**config.mk**
```make
export PLATFORM = sky130hd
export DESIGN_NAME = mmx_writeback_stage
export DESIGN_NICKNAME = d
export VERILOG_FILES = /design/src/rtl/mmx_pkg.sv /design/src/rtl/mmx_wb_fifo.sv /design/src/rtl/mmx_writeback_stage.sv
export SDC_FILE = /design/constraint.sdc
export NUM_CORES = 1
export LEC_CHECK = 0
export BUFFER_PORTS_ARGS = -buffer_cell sky130_fd_sc_hd__clkbuf_2
export CAP_MARGIN = 20
export CORE_UTILIZATION = 55
export CTS_CLUSTER_SIZE = 14
export DETAILED_ROUTE_END_ITERATION = 16
export PLACE_DENSITY = 0.89
export SYNTH_ARGS = -nofsm -noshare
export SYNTH_HDL_FRONTEND = slang
export SYNTH_SLANG_ARGS = --single-unit
```
**constraint.sdc**
```tcl
create_clock -name clk -period 7.01 [get_ports clk]
set_input_delay 1.0515 -clock clk [delete_from_list [all_inputs] [get_ports clk]]
set_output_delay 1.0515 -clock clk [all_outputs]
set_load 0.02 [all_outputs]
```
**src/rtl/mmx_pkg.sv**
```systemverilog
// Shared MMX writeback definitions: register-file geometry and the buffered result entry.
package mmx_pkg;
   localparam int MMX_DATA_W   = 64;
   localparam int MMX_SEL_W    = 3;
   localparam int MMX_NUM_REGS = 8;

   typedef struct packed {
      logic [MMX_DATA_W-1:0] data;
      logic [MMX_SEL_W-1:0]  dest;
   } mmx_wb_entry_t;

   function automatic logic [MMX_NUM_REGS-1:0] mmx_onehot(input logic [MMX_SEL_W-1:0] sel);
      return MMX_NUM_REGS'(1) << sel;
   endfunction
endpackage

```
**src/rtl/mmx_wb_fifo.sv**
```systemverilog
// Circular result buffer for the MMX writeback stage. Flush dominates push/pop; the entry and
// valid vectors are exported so the top can build the pending mask and bypass lookup.
module mmx_wb_fifo
   import mmx_pkg::*;
#(
   parameter int DEPTH = 2,
   localparam int PTR_W = $clog2(DEPTH),
   localparam int CNT_W = $clog2(DEPTH + 1)
) (
   input  logic                             clk,
   input  logic                             reset,
   input  logic                             push,
   input  mmx_wb_entry_t                    push_entry,
   input  logic                             pop,
   input  logic                             flush,
   output logic [CNT_W-1:0]                 count,
   output logic                             full,
   output logic                             empty,
   output logic [PTR_W-1:0]                 rd_ptr,
   output mmx_wb_entry_t [DEPTH-1:0]        entries,
   output logic [DEPTH-1:0]                 valid
);
   logic [PTR_W-1:0] wr_ptr;
   logic             do_push;
   logic             do_pop;

   assign full    = (count == CNT_W'(DEPTH));
   assign empty   = (count == '0);
   assign do_push = push && !full && !flush;
   assign do_pop  = pop && !empty && !flush;

   always_ff @(posedge clk or posedge reset) begin
      if (reset) begin
         rd_ptr <= '0;
         wr_ptr <= '0;
         count  <= '0;
         valid  <= '0;
      end else if (flush) begin
         rd_ptr <= '0;
         wr_ptr <= '0;
         count  <= '0;
         valid  <= '0;
      end else begin
         // Push and pop never target the same slot: that would need the FIFO empty and full at once.
         if (do_push) begin
            valid[wr_ptr] <= 1'b1;
            wr_ptr        <= wr_ptr + PTR_W'(1);
         end
         if (do_pop) begin
            valid[rd_ptr] <= 1'b0;
            rd_ptr        <= rd_ptr + PTR_W'(1);
         end
         count <= count + CNT_W'(do_push) - CNT_W'(do_pop);
      end
   end

   always_ff @(posedge clk) begin
      if (do_push) entries[wr_ptr] <= push_entry;
   end
endmodule

```
**src/rtl/mmx_writeback_stage.sv**
```systemverilog
// Final MMX stage: buffers execute results and retires one per cycle onto the register-file port.
// Define MMX_BYPASS_EN to add the byp_sel/byp_hit/byp_data forwarding lookup.
module mmx_writeback_stage
   import mmx_pkg::*;
#(
   parameter int DEPTH  = 2,
   parameter int DATA_W = MMX_DATA_W,
   parameter int SEL_W  = MMX_SEL_W
) (
   input  logic              clk,
   input  logic              reset,
   input  logic              ex_valid,
   output logic              ex_ready,
   input  logic [DATA_W-1:0] ex_data,
   input  logic [SEL_W-1:0]  ex_dest,
   input  logic              hold,
   input  logic              flush,
   output logic [DATA_W-1:0] writeback_data,
   output logic [SEL_W-1:0]  writeback_select,
   output logic              writeback_enable,
   output logic [7:0]        pending_mask
`ifdef MMX_BYPASS_EN
  ,input  logic [SEL_W-1:0]  byp_sel,
   output logic              byp_hit,
   output logic [DATA_W-1:0] byp_data
`endif
);
   localparam int PTR_W = $clog2(DEPTH);
   localparam int CNT_W = $clog2(DEPTH + 1);

   logic [CNT_W-1:0]          count;
   logic                      full;
   logic                      empty;
   logic [PTR_W-1:0]          rd_ptr;
   mmx_wb_entry_t [DEPTH-1:0] entries;
   logic [DEPTH-1:0]          valid;
   mmx_wb_entry_t             push_entry;
   logic                      retire;

   assign push_entry = '{data: ex_data, dest: ex_dest};
   // Ready comes from the registered count only, so a same-cycle pop never opens a full FIFO.
   assign ex_ready   = !full;
   assign retire     = !empty && !hold && !flush;

   mmx_wb_fifo #(.DEPTH(DEPTH)) u_fifo (
      .clk        (clk),
      .reset      (reset),
      .push       (ex_valid),
      .push_entry (push_entry),
      .pop        (!hold),
      .flush      (flush),
      .count      (count),
      .full       (full),
      .empty      (empty),
      .rd_ptr     (rd_ptr),
      .entries    (entries),
      .valid      (valid)
   );

   // Write-port register stage: data/select hold their last value while the strobe is low.
   always_ff @(posedge clk or posedge reset) begin
      if (reset) begin
         writeback_enable <= 1'b0;
         writeback_data   <= '0;
         writeback_select <= '0;
      end else begin
         writeback_enable <= retire;
         if (retire) begin
            writeback_data   <= entries[rd_ptr].data;
            writeback_select <= entries[rd_ptr].dest;
         end
      end
   end

   always_comb begin
      pending_mask = '0;
      for (int i = 0; i < DEPTH; i++) begin
         if (valid[i]) pending_mask = pending_mask | mmx_onehot(entries[i].dest);
      end
      if (writeback_enable) pending_mask = pending_mask | mmx_onehot(writeback_select);
   end

`ifdef MMX_BYPASS_EN
   logic [PTR_W-1:0] byp_idx;

   // Scan oldest to youngest so the youngest matching entry overrides everything older.
   always_comb begin
      byp_hit  = 1'b0;
      byp_data = '0;
      byp_idx  = '0;
      if (writeback_enable && writeback_select == byp_sel) begin
         byp_hit  = 1'b1;
         byp_data = writeback_data;
      end
      for (int k = 0; k < DEPTH; k++) begin
         byp_idx = rd_ptr + PTR_W'(k);
         if (CNT_W'(k) < count && entries[byp_idx].dest == byp_sel) begin
            byp_hit  = 1'b1;
            byp_data = entries[byp_idx].data;
         end
      end
   end
`endif
endmodule
```
# [Word level (Yosys, flattened, before mapping)]
# Cells that the tools add are included.
# Widths: inputs -> output; s select.
[classes] n_eq_ne=1 multipliers=0 n_addsub=4 n_reduce_logical=13 bitwise_logic=5 div=0 n_lt_le_gt_ge=4 mux=21 shifts=3
[ops] operator="$mux 67" count=3
[ops] operator="$bwmux 134" count=1
[ops] operator="$demux 67 s1" count=1
[ops] operator="$mux 8" count=3
[ops] operator="$shl 1x3->8 const A" count=3
[ops] operator="$or 8x8->8" count=2
[ops] operator="$mux 2" count=5
[ops] operator="$logic_and 1x1->1" count=6
[ops] operator="$mux 1" count=6
[ops] operator="$logic_not 1->1" count=4
[ops] operator="$lt 1x2->1 const B" count=2
[ops] operator="$reduce_bool 2->1" count=2
[ops] operator="$add 1x1->1 const B" count=2
[ops] operator="$add 2x1->2" count=1
[ops] operator="$and 2x2->2" count=1
[ops] operator="$demux 1 s1" count=2
[ops] operator="$eq 2x2->1 const B" count=1
[ops] operator="$ge 1x1->1 const B" count=2
[ops] operator="$logic_not 2->1" count=1
[ops] operator="$not 2->2" count=1
[ops] operator="$or 2x2->2" count=1
[ops] operator="$sub 2x1->2" count=1
[totals] out_inout_bits=77 ramBits=0 ff_bits=208 latch_bits=0 elab_cells=62 mem_bits_ro=0 inputBits=72 memories=0

# [Longest topological paths before layout]
# Gate-level depths: netlist of the first run.
[depth] ltp_word=10 depth_mapped=11 depth_no_buf=9

# [By module]
# From an unflattened synthesis of the first run, not the netlist that was laid out.
[hier_totals] cells_unflattened=422 area_unflattened_um2=8013.9
[by_module_without_submodules] module="mmx_wb_fifo" cells_per_inst=171 n_inst=1 area_per_inst_um2=4381.7
[by_module_without_submodules] module="mmx_writeback_stage" cells_per_inst=251 n_inst=1 area_per_inst_um2=3632.2

# [Worst setup path after synthesis of the first run]
# OpenSTA, ideal clock, no wires.
[synth_path] path_kind="input to register" from="input flush" to="register u_fifo.entries[100] (netlist name)" path_slack_ps=435 t_arrival_ps=6000 path_stages=3 path_cell_list="buf_2 clkbuf_1 nor3_1"
[synth_via] elab_chain_cells=2
[synth_lines] element="from (decl)" line="mmx_writeback_stage.sv:17" text="input logic flush,"
[synth_lines] element="$logic_not 1->1" line="mmx_wb_fifo.sv:29" text="assign do_push = push && !full && !flush;"
[synth_lines] element="$logic_and 1x1->1" line="mmx_wb_fifo.sv:29"
# No other way between the ends.
# A chain may end at the register's enable or synchronous reset.

# [Worst setup path in the final report of the first run]
[layout_path] from="input flush" to="register u_fifo.count[1]"
[layout_via] elab_cells_between_ends=6
[layout_lines] element="$logic_not 1->1"
[layout_lines] element="$logic_and 1x1->1"
[layout_lines] element="named net retire" line="mmx_writeback_stage.sv:38" text="logic retire;"
[layout_lines] element="$sub 2x1->2" line="mmx_wb_fifo.sv:53" text="count <= count + CNT_W'(do_push) - CNT_W'(do_pop);"
[layout_lines] element="$mux 2" line="mmx_wb_fifo.sv:38" text="end else if (flush) begin"
[layout_lines] element="to (signal assigned)" line="mmx_wb_fifo.sv:53"
[layout_lines] element="to (decl)" line="mmx_wb_fifo.sv:16" text="output logic [CNT_W-1:0] count,"
# The timed path passes the listed nets, and every way through them passes these cells.

==> results of run 1 <==
worst min-delay path, cell delays in order, from the launching register on:
cell     delay [ns]
dfrtp_1        0.35
o21ai_0        0.07
o21ai_0        0.07
power by group:
group	internal (mW)	switching, mW	total, mW
clock network	0.667	0.418	1.09
registers	1.55	0.159	1.71
logic	0.287	0.542	0.829
total	2.50	1.12	3.62
Yosys cell counts:
master / number
xor2_1: 2
o21ai_0: 111
clkbuf_1: 18
o21ai_2: 19
nor3_1: 9
buf_6: 3
o31ai_1: 1
inv_1: 8
nand4_1: 2
or2_4: 1
nand2b_1: 3
or2b_1: 1
nand2_1: 4
dfrtp_1: 74
o21ai_1: 4
nor3b_1: 4
a31oi_1: 2
nand3_1: 2
o21bai_4: 1
a211oi_1: 1
buf_2: 13
nor2_1: 8
o22a_1: 1
nor2b_1: 1
o311ai_0: 4
and2_1: 1
nand4b_1: 4
mux2_2: 1
or3_1: 3
mux2i_1: 67
edfxtp_1: 134
ha_1: 2
layout make-up:
type                    instances  area share [%]
clock inverters                 7          0.9264
well taps                     180           2.382
clock buffers                  30           6.339
inverters                       8          0.3309
repair buffers                156           8.682
flip-flops and latches        208           62.19
multi-input cells             259           19.15
sequential cells by signal, indices dropped and copies added (netlist names):
| name | cells |
|---|---|
| writeback_data | 64 |
| u_fifo.count | 2 |
| writeback_select | 3 |
| writeback_enable | 1 |
| u_fifo.entries | 134 |
| u_fifo.rd_ptr | 1 |
| u_fifo.valid | 2 |
| u_fifo.wr_ptr | 1 |
metal layers:
| metal | vias to the layer above | share of wire (%) |
|---|---|---|
| li1 | 2203 | - |
| met1 | 2348 | 40 |
| met2 | 201 | 50 |
| met3 | 25 | 8.2 |
| met4 | 0 | 1.7 |
| met5 | - | 0 |
cells by family (layout without fill, tap and decap cells):
logic type	after synthesis	count (layout)	synth area share [%]
buf+inv	42	201	2.495
flops	208	208	74.63
xor+xnor	2	2	0.2225
mux	68	68	8.662
compound gates	144	144	10.57
simple gates	43	43	3.099
fa+ha+maj	2	2	0.3178
final timing paths:
| kind | from | endpoint | slack [ns] | cells past startpoint |
|---|---|---|---|---|
| worst min-delay path | writeback_data[6] | writeback_data[6] | 0.52 | 2 |
| max in group asynchronous | reset | u_fifo.rd_ptr | 5.44 | 3 |
| worst min register to register | writeback_data[6] | writeback_data[6] | 0.52 | 2 |
| worst max register to register | u_fifo.count[0] | u_fifo.count[1] | 4.51 | 9 |
| worst max-delay path | flush | u_fifo.count[1] | 3.66 | 10 |
| min in group asynchronous | reset | writeback_data[13] | 0.87 | 3 |
==> flow_summary.yaml, run 1 <==
finish:
  fin_cells: 848
  multi_input_comb_area_um2: 1810
  fin_area_um2: 9454
  layout_commonest_cell: "clkbuf_2"
  final_cell_mix: "148 x clkbuf_2, 134 x edfxtp_1, 111 x o21ai_0"
  seq_area_um2: 5879
  fin_util_pct: 67.85
  num_antenna_cells: 0
  fillers: 953
  syn2layout_area_growth_pct: 20.09
  drive_above_1_share_pct: 32.04
  final_net_count: 728
clock_network:
  numCtsBuffers: 21
  clkTransAtPathRegs_ns: 0.06
  cts_root_buffer: "clkbuf_16"
  holdBufCountCts: 0
  cts_resized: 0
  cts_setup_buffers: 0
  clock-sinks: 208
  cts_max_path_buffers: 3
  tritoncts: "done"
  clk_latency_ns: 0.47
  h-tree-depth: 1
die:
  rows: 43
  dieHeight_um: 121.6
  ios: 149
  fp.dieW_um: 121.6
  core-area_um2: 13930
  die-area_um2: 14800
  start_util_pct: 56.50
setup_path:
  crit_chain: "clkbuf_2 -> buf_4 -> or2_4 -> inv_1 -> ha_1 -> inv_1 -> ha_1 -> xor2_1 -> and2_1 -> nor3_1"
  cp.arrival_ns: 3.67
  max_stage_delay_ns: 0.77
  path_class: "in2reg"
  cp_slowest_cell: "or2_4"
  critPathCaptureType: "register"
  crit_buf_inv: 4
  worst_ep_required_time_ns: 7.33
  cp_top_family: "simple AND/OR/NAND/NOR gates"
  worstPathMaxFanout: 78
  start_kind: "input port"
sta:
  setup_slack_ns: 3.656
  rsz0062_at_grt: "no"
  timing.fmax_mhz: 298.2
  period_minus_slack_ns: 3.354
  setup_tns_ns: 0
  setup_viol: 0
  slew_headroom_pct: 36.23
  holdWs_ns: 0.5203
  slew_viol_final: 0
  fin_crit_sh_pct: 47.84
  hold_viol_final: 0
  worst_pin_slew_ns: 0.9566
  finClkSkew_ns: 0.009576
drt:
  wire_per_inst_um: 17.77
  routed_wirelength_um: 15070
  via_per_inst: 5.633
  vias: 4777
  firstDrtPassIters: 5
  antenna_left: 0
  drtIter0Drc: 267
  drc: 0
global_route:
  globalRouteMet1Util_pct: 27.88
  grt_use_met2_pct: 34.73
  grt-ovfl-total: 0
  met3_usage_pct: 4.213
  antenna_found_initial: 0
  gr-usage-all-layers_pct: 20.71
  grt_pass1_vias: 4664
  grt_first_pass_wirelength_um: 23650
  grt_most_used_layer: "met2"
  grt_max_degree: 79
placed_design:
  dp_slack_ns: 3.222
  place.gp.congestion: 0.7768
  dp_hpwl_um: 9304
  dpl_cell_area_um2: 8740
  portBuffers: 148
  dp.cells: 810
synthesis:
  syn-cell-area_um2: 7873
  ys_types: 32
  ys_ff_latch: 208
  yosys-top-cells-area: "edfxtp_1 51%, dfrtp_1 24%, mux2i_1 8.5%, o21ai_0 7.1%, o21ai_2 2.1%"
  yosysSeqAreaShare_pct: 74.63
  ys_warn_count: 0
  synthCells: 509
  yosysTopAreaCellShare_pct: 51.11
  synth_top_area_cell: "edfxtp_1"
  synth.avg_cell_area_um2: 15.47
  syn-num-nets: 583
run:
  max-cap-violations: 0
power:
  total_power_mw: 3.619
  power.density_nw_per_um2: 382.8
  ir_worst_vdd_mv: 0.2833
  p_leak_nw: 3.693
status:
  status: "finished clean"
min_path:
  min_path_type: "reg2reg"
(Power assumes the default switching activity.)
==> run 2, diff against run 1 <==
Settings changed: CORE_UTILIZATION 55 to 50, PLACE_DENSITY 0.89 to 0.86.
Clock period 7.01 ns to 2.9 ns, I/O delays scaled along.
==> flow_summary.yaml, run 2 (synthesis results as in run 1) <==
status:
  status: "finished clean"
sta:
  worst_pin_slew_ns: 0.8045
  slew_viol_final: 0
  setup_viol: 0
  timing.fmax_mhz: 433.5
  period_minus_slack_ns: 2.307
  slew_headroom_pct: 46.37
  setup_slack_ns: 0.5933
  fin_crit_sh_pct: 79.54
  setup_tns_ns: 0
  rsz0062_at_grt: "no"
  finClkSkew_ns: 0.009603
  hold_viol_final: 0
finish:
  layout_commonest_cell: "clkbuf_2"
  drive_above_1_share_pct: 31.64
  final_cell_mix: "148 x clkbuf_2, 134 x edfxtp_1, 111 x o21ai_0"
  regMostFlops: "u_fifo.entries"
  fillers: 1127
  final_net_count: 730
  syn2layout_area_growth_pct: 20.17
  num_antenna_cells: 0
  fin_cells: 881
  fin_util_pct: 62.00
  largest_register_ffs: 134
  top_regs: "u_fifo.entries: 134 flops, writeback_data: 64 flops, writeback_select: 3 flops"
global_route:
  gr-usage-all-layers_pct: 20.72
  grt_first_pass_wirelength_um: 25900
  grt-ovfl-total: 0
  grt_max_degree: 71
  antenna_found_initial: 0
  grt_pass1_vias: 4998
placed_design:
  place.gp.congestion: 0.7400
  dp.cells: 845
  dp_hpwl_um: 10260
  portBuffers: 148
  dp_slack_ns: 0.8849
run:
  max-cap-violations: 0
drt:
  antenna_left: 0
  drc: 0
  wire_per_inst_um: 18.59
  firstDrtPassIters: 4
  via_per_inst: 5.493
  drtIter0Drc: 410
  vias: 4839
  routed_wirelength_um: 16380
setup_path:
  crit_chain: "inv_1 -> o311ai_0 -> clkbuf_2"
  cp.arrival_ns: 1.87
  path_class: "reg2out"
  rrSetupSlack_ns: 1.03
  worstPathMaxFanout: 7
  worst_ep_required_time_ns: 2.47
  start_kind: "register"
  cp_slowest_cell: "o311ai_0"
  rr_startpoint: "u_fifo.count[1]"
  worst_r2r_path_depth: 4
  r2r-end: "u_fifo.entries[79]"
  critPathCaptureType: "output port"
  max_stage_delay_ns: 0.53
clock_network:
  clock-sinks: 208
  cts_max_path_buffers: 3
  holdBufCountCts: 0
  cts_resized: 0
  cts_root_buffer: "clkbuf_16"
  clk_latency_ns: 0.48
  numCtsBuffers: 20
  clkTransAtPathRegs_ns: 0.06
  h-tree-depth: 1
  tritoncts: "done"
  cts_setup_buffers: 0
power:
  combPwrFrac_pct: 23.6
  p_leak_nw: 3.675
  p_sw_mw: 2.716
  swShare_pct: 31.57
  clkPwrFrac_pct: 28.9
  total_power_mw: 8.604
  p_seq_share_pct: 47.5
  internal_power_mw: 5.888
  power.density_nw_per_um2: 909.5
  ir_worst_vdd_mv: 0.6172
die:
  die-area_um2: 16250
  fp.dieW_um: 127.5
  dieHeight_um: 127.5
  ios: 149
  start_util_pct: 51.59
  core-area_um2: 15260
  rows: 45
min_path:
  min_path_type: "in2async"
run 2: cell types whose count changed in the layout (fill, tap and decap cells not counted), sizes merged:
cell / delta
buf: +3
bufinv: -1
clkbuf: +3
clkinv: -2
clkinvlp: -1
run 2: layer usage:
layer / GRT usage [%] / up-vias / routed length (um)
met3: 3.559 / 25 / 925
met2: 37.54 / 169 / 8610
met1: 25.68 / 2430 / 6530
met4: 5.462 / 0 / 315
li1: - / 2215 / -
met5: 0 / - / 0
run 2: stage by stage:
| step | hold WS, ns | cell area, um2 |
|---|---|---|
| 5_1_grt | 0.04547 | 9460 |
| 2_1_floorplan | 0.4908 | 7903 |
| 6_report | 0.006224 | 9460 |
| 4_1_cts | 0.01858 | 9460 |
| 3_5_place_dp | 0.5047 | 8840 |
| 3_3_place_gp | 0.4937 | 8840 |
run 2: worst max path at each step:
| stage | startpoint | end | depth (start not counted) |
|---|---|---|---|
| 4_1_cts | writeback_select[0] | pending_mask[7] | 3 |
| 3_3_place_gp | flush | u_fifo.entries[20] | 4 |
| 3_5_place_dp | flush | u_fifo.entries[14] | 4 |
| 5_1_grt | writeback_select[1] | pending_mask[7] | 3 |
| 2_1_floorplan | flush | u_fifo.entries[0] | 3 |
| 6_report | writeback_select[1] | pending_mask[7] | 3 |
run 2: layout make-up:
cell class / count / area (um2) / share of cell area [%]
clock buffers: 33 / 580.6 / 6.137
clock inverters: 3 / 40.04 / 0.4232
inverters: 8 / 31.28 / 0.3306
multi-input cells: 259 / 1829 / 19.34
flip-flops and latches: 208 / 5879 / 62.15
well taps: 211 / 264.0 / 2.791
repair buffers: 159 / 835.8 / 8.835
run 2: critical path, delay by kind of cell (launching register included):
kind / cells / cell delay [ns]
compound gates: 1 / 0.53
buf+inv: 2 / 0.39
flops: 1 / 0.47
run 2: power groups by stage:
stage / logic [mW] / registers [mW] / clock network [mW]
global route: 2.21 / 4.15 / 2.64
detailed placement: 2.04 / 4.15 / 0
global placement: 1.97 / 4.11 / 0
finish: 2.03 / 4.09 / 2.48
CTS: 2.05 / 4.09 / 2.53
floorplan: 0.814 / 4.57 / 0
